## config.mk

```make
export PLATFORM = sky130hd
export DESIGN_NAME = lif_neuron_array
export DESIGN_NICKNAME = d
export VERILOG_FILES = /design/src/rtl/lif_neuron_array.sv
export SDC_FILE = /design/constraint.sdc
export NUM_CORES = 1
export LEC_CHECK = 0
export BUFFER_PORTS_ARGS = -buffer_cell sky130_fd_sc_hd__buf_2
export CAP_MARGIN = 20
export CORE_ASPECT_RATIO = 1.75
export CORE_MARGIN = 2
export CORE_UTILIZATION = 65
export CTS_BUF_LIST = sky130_fd_sc_hd__clkbuf_8
export CTS_CLUSTER_SIZE = 30
export DETAILED_ROUTE_END_ITERATION = 12
export GPL_ROUTABILITY_DRIVEN = 0
export GPL_TIMING_DRIVEN = 0
export PLACE_DENSITY = 0.83
export SYNTH_ARGS = -nofsm -noshare
export SYNTH_HDL_FRONTEND = slang
export SYNTH_SLANG_ARGS = --single-unit
export TNS_END_PERCENT = 20
```

## constraint.sdc

```tcl
create_clock -name clk -period 15.6 [get_ports clk]
set_input_delay 0 -clock clk [delete_from_list [all_inputs] [get_ports clk]]
set_output_delay 0 -clock clk [all_outputs]
set_load 0.02 [all_outputs]
```

## src/rtl/lif_neuron_array.sv

```systemverilog
// Array of leaky integrate-and-fire neurons sharing one update datapath.
// Each accepted update leaks the target membrane toward V_REST, adds the input
// current with saturation, fires against V_TH and queues the spiking index in
// a small event FIFO. State is written on the accepting edge, so back-to-back
// updates of the same neuron see each other without any forwarding path.
// Optional feature: define LIF_ARRAY_SPIKE_COUNT_EN to add per-neuron 16-bit
// saturating spike counters readable through cnt_idx/cnt_val.
module lif_neuron_array #(
  parameter int N_NEURONS      = 8,
  parameter int W              = 16,
  parameter int Q              = 12,
  parameter int V_TH           = 1 << Q,
  parameter int V_RESET        = 0,
  parameter int V_REST         = 0,
  parameter int LEAK_A         = 3931,  // 0.96 in Q4.12 (0x0F5B)
  parameter int REFR_TICKS     = 0,
  parameter int SPK_FIFO_DEPTH = 4,
  localparam int IW            = $clog2(N_NEURONS)
) (
  input  logic                clk,
  input  logic                rst,
  input  logic                in_valid,
  output logic                in_ready,
  input  logic [IW-1:0]       in_idx,
  input  logic signed [W-1:0] in_current,
  output logic                spk_valid,
  input  logic                spk_ready,
  output logic [IW-1:0]       spk_idx,
  output logic                upd_valid,
  output logic [IW-1:0]       upd_idx,
  output logic signed [W-1:0] upd_v
`ifdef LIF_ARRAY_SPIKE_COUNT_EN
  ,
  input  logic [IW-1:0]       cnt_idx,
  output logic [15:0]         cnt_val
`endif
);

  localparam int RW = (REFR_TICKS > 0) ? $clog2(REFR_TICKS + 1) : 1;
  localparam int PW = $clog2(SPK_FIFO_DEPTH);
  localparam int CW = PW + 1;
  localparam int XW = 2 * W + 2;

  localparam logic signed [W-1:0] VTH_C    = W'(V_TH);
  localparam logic signed [W-1:0] VRESET_C = W'(V_RESET);
  localparam logic signed [W-1:0] VREST_C  = W'(V_REST);
  localparam logic signed [W-1:0] LEAK_C   = W'(LEAK_A);
  localparam logic signed [W-1:0] VMAX_C   = {1'b0, {(W-1){1'b1}}};
  localparam logic signed [W-1:0] VMIN_C   = {1'b1, {(W-1){1'b0}}};

  // Clamp a wide signed sum into the W-bit membrane range.
  function automatic logic signed [W-1:0] sat_w(input logic signed [XW-1:0] x);
    logic signed [XW-1:0] hi;
    logic signed [XW-1:0] lo;
    hi = XW'(VMAX_C);
    lo = XW'(VMIN_C);
    if (x > hi)      sat_w = VMAX_C;
    else if (x < lo) sat_w = VMIN_C;
    else             sat_w = x[W-1:0];
  endfunction

  // Exponential decay toward the resting potential; the shift floors.
  function automatic logic signed [XW-1:0] leak_w(input logic signed [W-1:0] v);
    logic signed [W:0]   diff;
    logic signed [2*W:0] prod;
    diff   = (W+1)'(v) - (W+1)'(VREST_C);
    prod   = (2*W+1)'(LEAK_C) * (2*W+1)'(diff);
    leak_w = XW'(prod >>> Q) + XW'(VREST_C);
  endfunction

  logic signed [W-1:0]  v_q    [N_NEURONS];
  logic [RW-1:0]        refr_q [N_NEURONS];
  logic [IW-1:0]        fifo_q [SPK_FIFO_DEPTH];
  logic [PW-1:0]        wr_ptr_q, wr_ptr_d;
  logic [PW-1:0]        rd_ptr_q, rd_ptr_d;
  logic [CW-1:0]        cnt_q, cnt_d;
  logic                 upd_valid_q;
  logic [IW-1:0]        upd_idx_q;
  logic signed [W-1:0]  upd_v_q;

  logic                 idx_ok, acc, push, pop, spike;
  logic [IW-1:0]        rd_idx;
  logic signed [W-1:0]  v_cur, vn, v_wr;
  logic [RW-1:0]        refr_cur, refr_wr;

  assign idx_ok    = (32'(in_idx) < N_NEURONS);
  assign in_ready  = ~rst & (cnt_q < CW'(SPK_FIFO_DEPTH));
  assign acc       = in_valid & in_ready;
  assign spk_valid = ~rst & (cnt_q != '0);
  assign spk_idx   = spk_valid ? fifo_q[rd_ptr_q] : '0;
  assign pop       = spk_valid & spk_ready;
  assign push      = acc & idx_ok & spike;

  assign upd_valid = upd_valid_q;
  assign upd_idx   = upd_idx_q;
  assign upd_v     = upd_v_q;

  // Neuron update: leak, integrate, then refractory / fire / hold decision.
  always_comb begin
    rd_idx   = idx_ok ? in_idx : '0;
    v_cur    = v_q[rd_idx];
    refr_cur = refr_q[rd_idx];
    vn       = sat_w(leak_w(v_cur) + XW'(in_current));
    spike    = 1'b0;
    v_wr     = vn;
    refr_wr  = refr_cur;
    if (refr_cur != '0) begin
      v_wr    = VRESET_C;
      refr_wr = refr_cur - RW'(1);
    end else if (vn >= VTH_C) begin
      v_wr    = VRESET_C;
      refr_wr = RW'(REFR_TICKS);
      spike   = 1'b1;
    end
  end

  // Write back the membrane and refractory state of the accepted neuron.
  always_ff @(posedge clk) begin
    if (rst) begin
      for (int i = 0; i < N_NEURONS; i++) begin
        v_q[i]    <= VRESET_C;
        refr_q[i] <= '0;
      end
    end else if (acc && idx_ok) begin
      v_q[rd_idx]    <= v_wr;
      refr_q[rd_idx] <= refr_wr;
    end
  end

  // Spike FIFO pointer and occupancy next-state.
  always_comb begin
    wr_ptr_d = push ? wr_ptr_q + PW'(1) : wr_ptr_q;
    rd_ptr_d = pop  ? rd_ptr_q + PW'(1) : rd_ptr_q;
    cnt_d    = cnt_q;
    case ({push, pop})
      2'b10:   cnt_d = cnt_q + CW'(1);
      2'b01:   cnt_d = cnt_q - CW'(1);
      default: cnt_d = cnt_q;
    endcase
  end

  // Spike FIFO control registers.
  always_ff @(posedge clk) begin
    if (rst) begin
      wr_ptr_q <= '0;
      rd_ptr_q <= '0;
      cnt_q    <= '0;
    end else begin
      wr_ptr_q <= wr_ptr_d;
      rd_ptr_q <= rd_ptr_d;
      cnt_q    <= cnt_d;
    end
  end

  // Spike FIFO storage; head is masked on the output when empty.
  always_ff @(posedge clk) begin
    if (push) fifo_q[wr_ptr_q] <= in_idx;
  end

  // One-cycle monitor strobe carrying the value written for the update.
  always_ff @(posedge clk) begin
    if (rst) begin
      upd_valid_q <= 1'b0;
      upd_idx_q   <= '0;
      upd_v_q     <= '0;
    end else begin
      upd_valid_q <= acc;
      if (acc) begin
        upd_idx_q <= in_idx;
        upd_v_q   <= idx_ok ? v_wr : '0;
      end
    end
  end

`ifdef LIF_ARRAY_SPIKE_COUNT_EN
  logic [15:0]   spk_cnt_q [N_NEURONS];
  logic [IW-1:0] cnt_rd;

  assign cnt_rd  = (32'(cnt_idx) < N_NEURONS) ? cnt_idx : '0;
  assign cnt_val = (32'(cnt_idx) < N_NEURONS) ? spk_cnt_q[cnt_rd] : 16'd0;

  // Per-neuron spike counters, sticking at all-ones.
  always_ff @(posedge clk) begin
    if (rst) begin
      for (int i = 0; i < N_NEURONS; i++) spk_cnt_q[i] <= 16'd0;
    end else if (push && (spk_cnt_q[rd_idx] != 16'hFFFF)) begin
      spk_cnt_q[rd_idx] <= spk_cnt_q[rd_idx] + 16'd1;
    end
  end
`endif

endmodule

```

==> impl_metrics.toml, run 1 <==
[outcome]
status = "finished clean"

[global_routing]
use_met3 = 0.0304
grt_use_met2 = 0.561
grt_pass1_wl_um = 46600
antenna_found_initial = 0
grt_pass1_vias = 9294
use_met1 = 0.326
grt-ovfl-total = 0
top_usage_layer = "met2"
grt_usage = 0.301
grt_max_degree = 17

[place]
detailed_place_hpwl_um = 23200
port_buffers = 47

[route]
routed_via_density = 6.07
routedWlPerCell_um = 20.3
routed_wl_um = 29000
ant_nets = 0
drc = 0
firstDrtPassIters = 5
num_vias = 8652
drt-initial-drc-count = 515

[clock_tree]
clockRootBuffer = "clkbuf_8"
cts_buffers = 25
clock-sinks = 169
clk_pin_slew_ns = 0.08
cts_tree = "yes"
htree_levels = 4
clk_latency_ns = 0.51
clock_path_buffers = 3
post-cts-setup-buffers = 0

[sta]
slew_viol_final = 0
max_freq_mhz = 91.3
final.period_utilization = 0.702
setup_tns_ns = 0
setup_violations = 0
hold_viol = 0
period_needed_ns = 10.95
hold_slack_ns = 0.153
worst_slew_pin_slew_ns = 1.10
slew_headroom = 0.260
rsz0062_at_grt = "no"
fin_worst_skew_ns = 0.0274

[synthesis]
yosysMostFrequentCell = "inv_1"
ys_seq_elements = 169
synthDistinctLibCells = 60
synth_nets = 1332
avgSynthCellArea_um2 = 11.5
synth.top_cell.area_share = 0.333
yosysWarnings = 0
ys_seq_area_frac = 0.379
synthTopCellsByCount = "191 x inv_1, 140 x edfxtp_1, 111 x ha_1"
syn_inst = 1100
async_flop_share = 0
netlist_top_cells_area = "edfxtp_1 33%, fa_1 16%, ha_1 11%, mux4_2 6.2%, inv_1 5.7%"
synth_top_area_cell = "edfxtp_1"
synth-edff-count = 140
synthFlopType = "edfxtp_1"
syn_area_um2 = 12600

[setup_path]
criticalPathCategory = "input port to register"
cp.arrival_ns = 11.39
start_kind = "input port"
worstPathRequired_ns = 16.03
cp_slowest_cell = "buf_1"
cpPeakStageDelay_ns = 0.72
worst_setup_path_end_kind = "register"
crit_fanout = 10
reg2regPathDepth = 35
crit_top_cell = "inv_1"

[floorplan]
io_pins = 48
fp-row-count = 67
start_util = 0.661
die_h_um = 188
core_area_um2 = 19100
die_area_um2 = 20600
die_width_um = 109

[layout]
n_antenna_cell = 0
layout-drive-gt1-share = 0.132
area.growth.synth_to_final_pct = 7.90
nNetsFinal = 1411

[flow_run]
maxCapViolCount = 0

[min_path]
hold_path_depth = 6
min_path_type = "input port to register"
==> routing by layer <==
layer,vias up,share of wire
li1,3948,-
met1,4311,0.35
met2,302,0.56
met3,91,0.040
met4,0,0.050
met5,-,0
==> state kept, by name, summed over array words and instances (netlist names), named ones only <==
register,count
upd_valid,1
fifo_q,12
rd_ptr_q,2
wr_ptr_q,2
upd_v,16
upd_idx,3
v_q,128
cnt_q,3
==> critical path: cells and delay by family <==
family / cells / cell delay (ns)
xor+xnor: 3 / 0.57
mux: 1 / 0.46
compound gates: 7 / 1.75
buf+inv: 13 / 3.31
fa+ha+maj: 9 / 3.55
simple gates: 7 / 1.73
==> through the flow <==
stage,instances,cell area [µm²],setup WS [ns],utilization
final,1426,13600,4.65,0.713
after floorplan,1100,12600,6.70,-
after detailed placement,1388,13200,4.82,0.689
after CTS,1426,13600,4.72,0.713
after global routing,1426,13600,4.08,0.713
after global placement,1388,13200,4.96,0.689
==> final cells by class <==
type	instances	area, µm²
buffer	44	203
tap	241	302
timing repair buffer	52	285
inverter	192	721
fill	1319	5490
sequential	169	4780
clock buffer	25	344
clock inverter	8	66.3
multi-input combinational	695	6920
==> layout by cell type (no fill, tap or decap), drive strengths merged, types with 2 or more instances in the layout <==
cell,Yosys,layout
xor2,19,19
clkbuf,20,45
inv,192,193
nand3b,3,3
o21bai,6,6
nand3,6,6
clkinv,0,4
and2,9,9
a21o,6,6
o31ai,16,16
dlygate4sd3,0,5
o31a,2,2
ha,111,111
nor3,111,111
mux2,6,6
nand2b,16,16
a31oi,2,2
nand2,43,43
mux2i,11,11
a22o,2,2
a21oi,32,32
nand4,3,3
or3,6,6
fa,98,98
mux4,35,35
edfxtp,140,140
o21ai,22,22
clkinvlp,0,2
nor2,52,52
xnor2,28,28
nor3b,9,9
buf,24,71
nor2b,5,5
dfxtp,29,29
o211ai,6,6
a211oi,9,9
and3,3,3
a21boi,3,3
==> path summary, 6_finish.rpt <==
kind / end / slack (ns) / from
worst max-delay path: cnt_q[2]$_SDFFE_PP0P_ / 4.65 / in_idx[2]
worst min register to register: upd_v[4]$_SDFFE_PP0P_ / 0.46 / upd_v[4]$_SDFFE_PP0P_
worst max register to register: cnt_q[2]$_SDFFE_PP0P_ / 5.82 / v_q[5][15]$_SDFFCE_PN0P_
worst min-delay path: wr_ptr_q[0]$_SDFFE_PP0P_ / 0.15 / in_valid
==> cells by family after synthesis <==
logic type,synth area share
adders and majority gates,0.266
AOI/OAI and AO/OA,0.0613
muxes,0.0765
DFF,0.379
other,0.000297
xor gates and xnor gates,0.0332
buffers and inverters,0.0731
and+or+nand+nor,0.111
==> what timing repair did <==
item	CTS	global route
resized for setup	0	0
hold buffers	5	0
endpoints found under the setup margin	0	0
endpoints found under the hold margin	18	0
Power of run 1 is left out: the tool's default activity adds up to more than one toggle a clock period on the data nets, which glitch-free logic cannot reach.
==> inputs of run 2 (changes only) <==
clock period = 11.2 ns   (was 15.6 ns; I/O delays follow)
==> run 2 against run 1 <==
Effect of this change:
- worst hold slack worse by 0.0043 ns
- utilization is essentially flat
- register-to-register slack lost 4.4 ns
- worst setup slack lost 4.0 ns
- cell area is essentially flat
- flip-flop and latch count unchanged
- count of clock-buffer cells in the layout did not move
- die area did not move
- sequential share of layout area hardly changed
- critical path depth is the same
- first-iteration DRC count is 5.6% lower
- critical path type unchanged
- via count up 0.16%
==> impl_metrics.toml, run 2 (synthesis gave the netlist of run 1 again) <==
[outcome]
status = "finished clean"

[layout]
final_cell_mix = "192 x inv_1, 140 x edfxtp_1, 111 x ha_1, 98 x nor3_1, 98 x fa_1"
layout-drive-gt1-share = 0.136
nNetsFinal = 1411
regArea_um2 = 4780
nFillCells = 1317
n_antenna_cell = 0
area.growth.synth_to_final_pct = 7.94
layout_commonest_cell = "inv_1"
largest_reg_flops = 128
multi_input_area_um2 = 6920
largest_register = "v_q"
fin_cells = 1426

[floorplan]
die_width_um = 109
fp-row-count = 67
die_h_um = 188
start_util = 0.661
io_pins = 48
core_area_um2 = 19100
die_area_um2 = 20600

[min_path]
worstHoldStart = "in_valid"
min_path_type = "input port to register"

[clock_tree]
clock-sinks = 169
cts_tree = "yes"
clk_pin_slew_ns = 0.08
clock_path_buffers = 3
cts_buffers = 25
post-cts-setup-buffers = 0
htree_levels = 4
clk_latency_ns = 0.51
clockRootBuffer = "clkbuf_8"

[sta]
hold_viol = 0
slew_headroom = 0.274
final.period_utilization = 0.942
max_freq_mhz = 94.8
fin_worst_skew_ns = 0.0307
slew_viol_final = 0
setup_tns_ns = 0
rsz0062_at_grt = "no"
worst_slew_pin_slew_ns = 1.08
setup_violations = 0
period_needed_ns = 10.55

[route]
num_vias = 8666
drt-initial-drc-count = 486
drc = 0
routedWlPerCell_um = 20.4
routed_wl_um = 29000
ant_nets = 0
routed_via_density = 6.08
firstDrtPassIters = 5

[setup_path]
cp_slowest_cell = "buf_1"
worstPathRequired_ns = 11.63
crit_top_cell = "inv_1"
start_kind = "input port"
cpPeakStageDelay_ns = 0.58
crit_fanout = 10
r2r_start = "v_q[5][15]$_SDFFCE_PN0P_"
crit_start = "in_idx[1]"
criticalPathCategory = "input port to register"
worst_setup_path_end_kind = "register"
cp.arrival_ns = 10.98
cp.buffers_inverters = 12
critical-path-top-delay-family = "adder cells"

[global_routing]
grt_pass1_wl_um = 46600
grt_usage = 0.301
grt_max_degree = 17
antenna_found_initial = 0
grt-ovfl-total = 0
grt_pass1_vias = 9294

[place]
port_buffers = 47
detailed_place_hpwl_um = 23200
dpl.cell_count = 1388

[flow_run]
maxCapViolCount = 0
run 2: cell count changes in the layout (fill, tap and decap cells not counted), sizes merged:
cell    previous run  this run
clkbuf            45        50
buf               71        66
run 2: path summary, 6_finish.rpt:
kind	depth (start not counted)	to	slack, ns
setup reg to reg	35	cnt_q[2]$_SDFFE_PP0P_	1.39
hold reg to reg	2	upd_idx[0]$_SDFFE_PP0P_	0.46
hold / removal	4	upd_valid$_SDFF_PP0_	0.15
setup / recovery	40	cnt_q[2]$_SDFFE_PP0P_	0.65
run 2: repair_timing:
action / 4_1_cts / 5_1_grt
endpoints found under the setup margin: 0 / 2
resized for setup: 0 / 7
hold buffers: 5 / 0
hold endpoints to repair: 18 / 0
run 2: metrics by stage:
step                setup slack, ns   util  area [µm²]  hold WS [ns]
finish                        0.655  0.713       13600         0.149
global route                 0.0812  0.713       13600         0.197
CTS                           0.320  0.713       13600         0.129
detailed placement            0.425  0.689       13200         0.260
global placement              0.560  0.689       13200         0.248
floorplan                      2.30      -       12600        0.0821
run 2: metal layers:
layer  wire [µm]  GRT usage  part of all wire  vias up
li1            -          -                 -     3945
met1        9990      0.326              0.34     4324
met2       16400      0.561              0.56      308
met3        1300     0.0304             0.045       89
met4        1380      0.153             0.047        0
met5           0          0                 0        -
run 2: area by class of cell:
cell class | count | area share
buffer | 44 | 0.0153
clock buffer | 25 | 0.0252
clock inverter | 8 | 0.00486
inverter | 192 | 0.0529
multi-input combinational | 695 | 0.508
sequential | 169 | 0.351
tap | 241 | 0.0221
timing repair buffer | 52 | 0.0209
run 2: tightest hold or removal path, stage by stage:
cell,delay (ns)
buf_2,0.10
nand2_1,0.08
inv_2,0.09
clkbuf_1,0.25
Power of run 2 is left out for the same reason.
==> inputs of run 3 (changes only) <==
clock period = 10.8 ns   (was 11.2 ns; I/O delays follow)
==> run 3 against run 2 <==
Effect of this change:
- critical path depth fell by 1
- critical path type unchanged
- utilization barely moved
- worst setup slack improved by 0.054 ns
- count of clock-buffer cells in the layout did not move
- sequential share of layout area barely moved
- via count fell by 0.48%
- critical endpoint unchanged
==> impl_metrics.toml, run 3 (synthesis gave the netlist of run 1 again) <==
[outcome]
status = "finished clean"

[route]
num_vias = 8624
drt-initial-drc-count = 502
drc = 0
routedWlPerCell_um = 20.3
ant_nets = 0
routed_wl_um = 28900
firstDrtPassIters = 5
routed_via_density = 6.05

[clock_tree]
clk_pin_slew_ns = 0.08
clk_latency_ns = 0.51
htree_levels = 4
post-cts-setup-buffers = 0
cts_tree = "yes"
clock-sinks = 169
cts_buffers = 25
clockRootBuffer = "clkbuf_8"
clock_path_buffers = 3

[sta]
rsz0062_at_grt = "no"
setup_violations = 0
setup_tns_ns = 0
layout_setup_ws_ns = 0.709
hold_viol = 0
slew_viol_final = 0
slew_headroom = 0.284
final.period_utilization = 0.934
hold_slack_ns = 0.155
max_freq_mhz = 99.1
period_needed_ns = 10.09
fin_worst_skew_ns = 0.0300
worst_slew_pin_slew_ns = 1.07

[layout]
n_antenna_cell = 0
multi_input_area_um2 = 6920
nFillCells = 1316
regArea_um2 = 4780
area.growth.synth_to_final_pct = 7.90
largest_register = "v_q"
layout_commonest_cell = "inv_1"
final_cell_mix = "192 x inv_1, 140 x edfxtp_1, 111 x ha_1, 98 x nor3_1, 98 x fa_1"
largest_reg_flops = 128
layout-drive-gt1-share = 0.135
nNetsFinal = 1410

[setup_path]
r2r_setup_slack_ns = 1.02
cpPeakStageDelay_ns = 0.69
reg2regPathDepth = 35
worstPathRequired_ns = 11.23
criticalPathCategory = "input port to register"
crit_fanout = 10
crit_top_cell = "inv_1"
worst_setup_path_end_kind = "register"
cp_slowest_cell = "buf_1"
crit_start = "in_idx[2]"
r2r_start = "v_q[5][15]$_SDFFCE_PN0P_"
crit_path_end = "cnt_q[2]$_SDFFE_PP0P_"
start_kind = "input port"
rr_endpoint = "cnt_q[2]$_SDFFE_PP0P_"
cp.arrival_ns = 10.53

[min_path]
min_path_type = "input port to register"

[floorplan]
die_h_um = 188
io_pins = 48
die_width_um = 109
fp-row-count = 67
die_area_um2 = 20600
core_area_um2 = 19100
start_util = 0.661

[place]
dpl_worst_slack_ns = 0.0250
detailed_place_hpwl_um = 23200
port_buffers = 47

[global_routing]
grt_max_degree = 17
antenna_found_initial = 0
grt_pass1_vias = 9307
grt_usage = 0.301
grt-ovfl-total = 0
grt_pass1_wl_um = 46600

[flow_run]
maxCapViolCount = 0
-- run 3: metal layers --
layer	GRT usage	vias to the layer above	share of wire
met3	0.0304	95	0.040
met5	0	-	0
met4	0.153	0	0.052
met1	0.326	4306	0.34
met2	0.561	280	0.56
li1	-	3943	-
-- run 3: what timing repair did --
| action | 4_1_cts | 5_1_grt |
|---|---|---|
| endpoints found under the hold margin | 18 | 0 |
| hold buffers | 5 | 0 |
| gates resized for setup | 0 | 5 |
| endpoints found under the setup margin | 0 | 2 |
-- run 3: how the worst min path moves through the flow --
stage,start,to,slack [ns],cells after the start
after global routing,in_valid,upd_valid$_SDFF_PP0_,0.20,4
final,in_valid,upd_valid$_SDFF_PP0_,0.15,4
after global placement,in_idx[2],fifo_q[2][2]$_DFFE_PP_,0.25,1
after detailed placement,in_idx[2],fifo_q[2][2]$_DFFE_PP_,0.26,1
after floorplan,rst,in_ready,0.08,1
after CTS,in_valid,upd_valid$_SDFF_PP0_,0.13,4
-- run 3: worst max-delay path, delay by kind of cell --
family                   cells  cell delay (ns)
AO/OA/AOI/OAI                7             1.75
AND/OR/NAND/NOR              7             1.73
buffers and inverters       12             2.48
adder cells (fa/ha/maj)      9             3.57
XOR/XNOR                     3             0.57
multiplexers                 1             0.43
-- run 3: stage by stage --
step	std cells	area [µm²]	util
after floorplan	1100	12600	-
after global placement	1388	13200	0.689
after detailed placement	1388	13200	0.689
after CTS	1426	13600	0.713
after global routing	1425	13600	0.713
final	1425	13600	0.713
-- run 3: final cells by class --
type | instances | area share
timing repair buffer | 52 | 0.0209
tap | 241 | 0.0221
inverter | 192 | 0.0529
buffer | 43 | 0.0150
clock inverter | 8 | 0.00487
sequential | 169 | 0.351
clock buffer | 25 | 0.0252
multi-input combinational | 695 | 0.508
Power of run 3 is left out for the same reason.
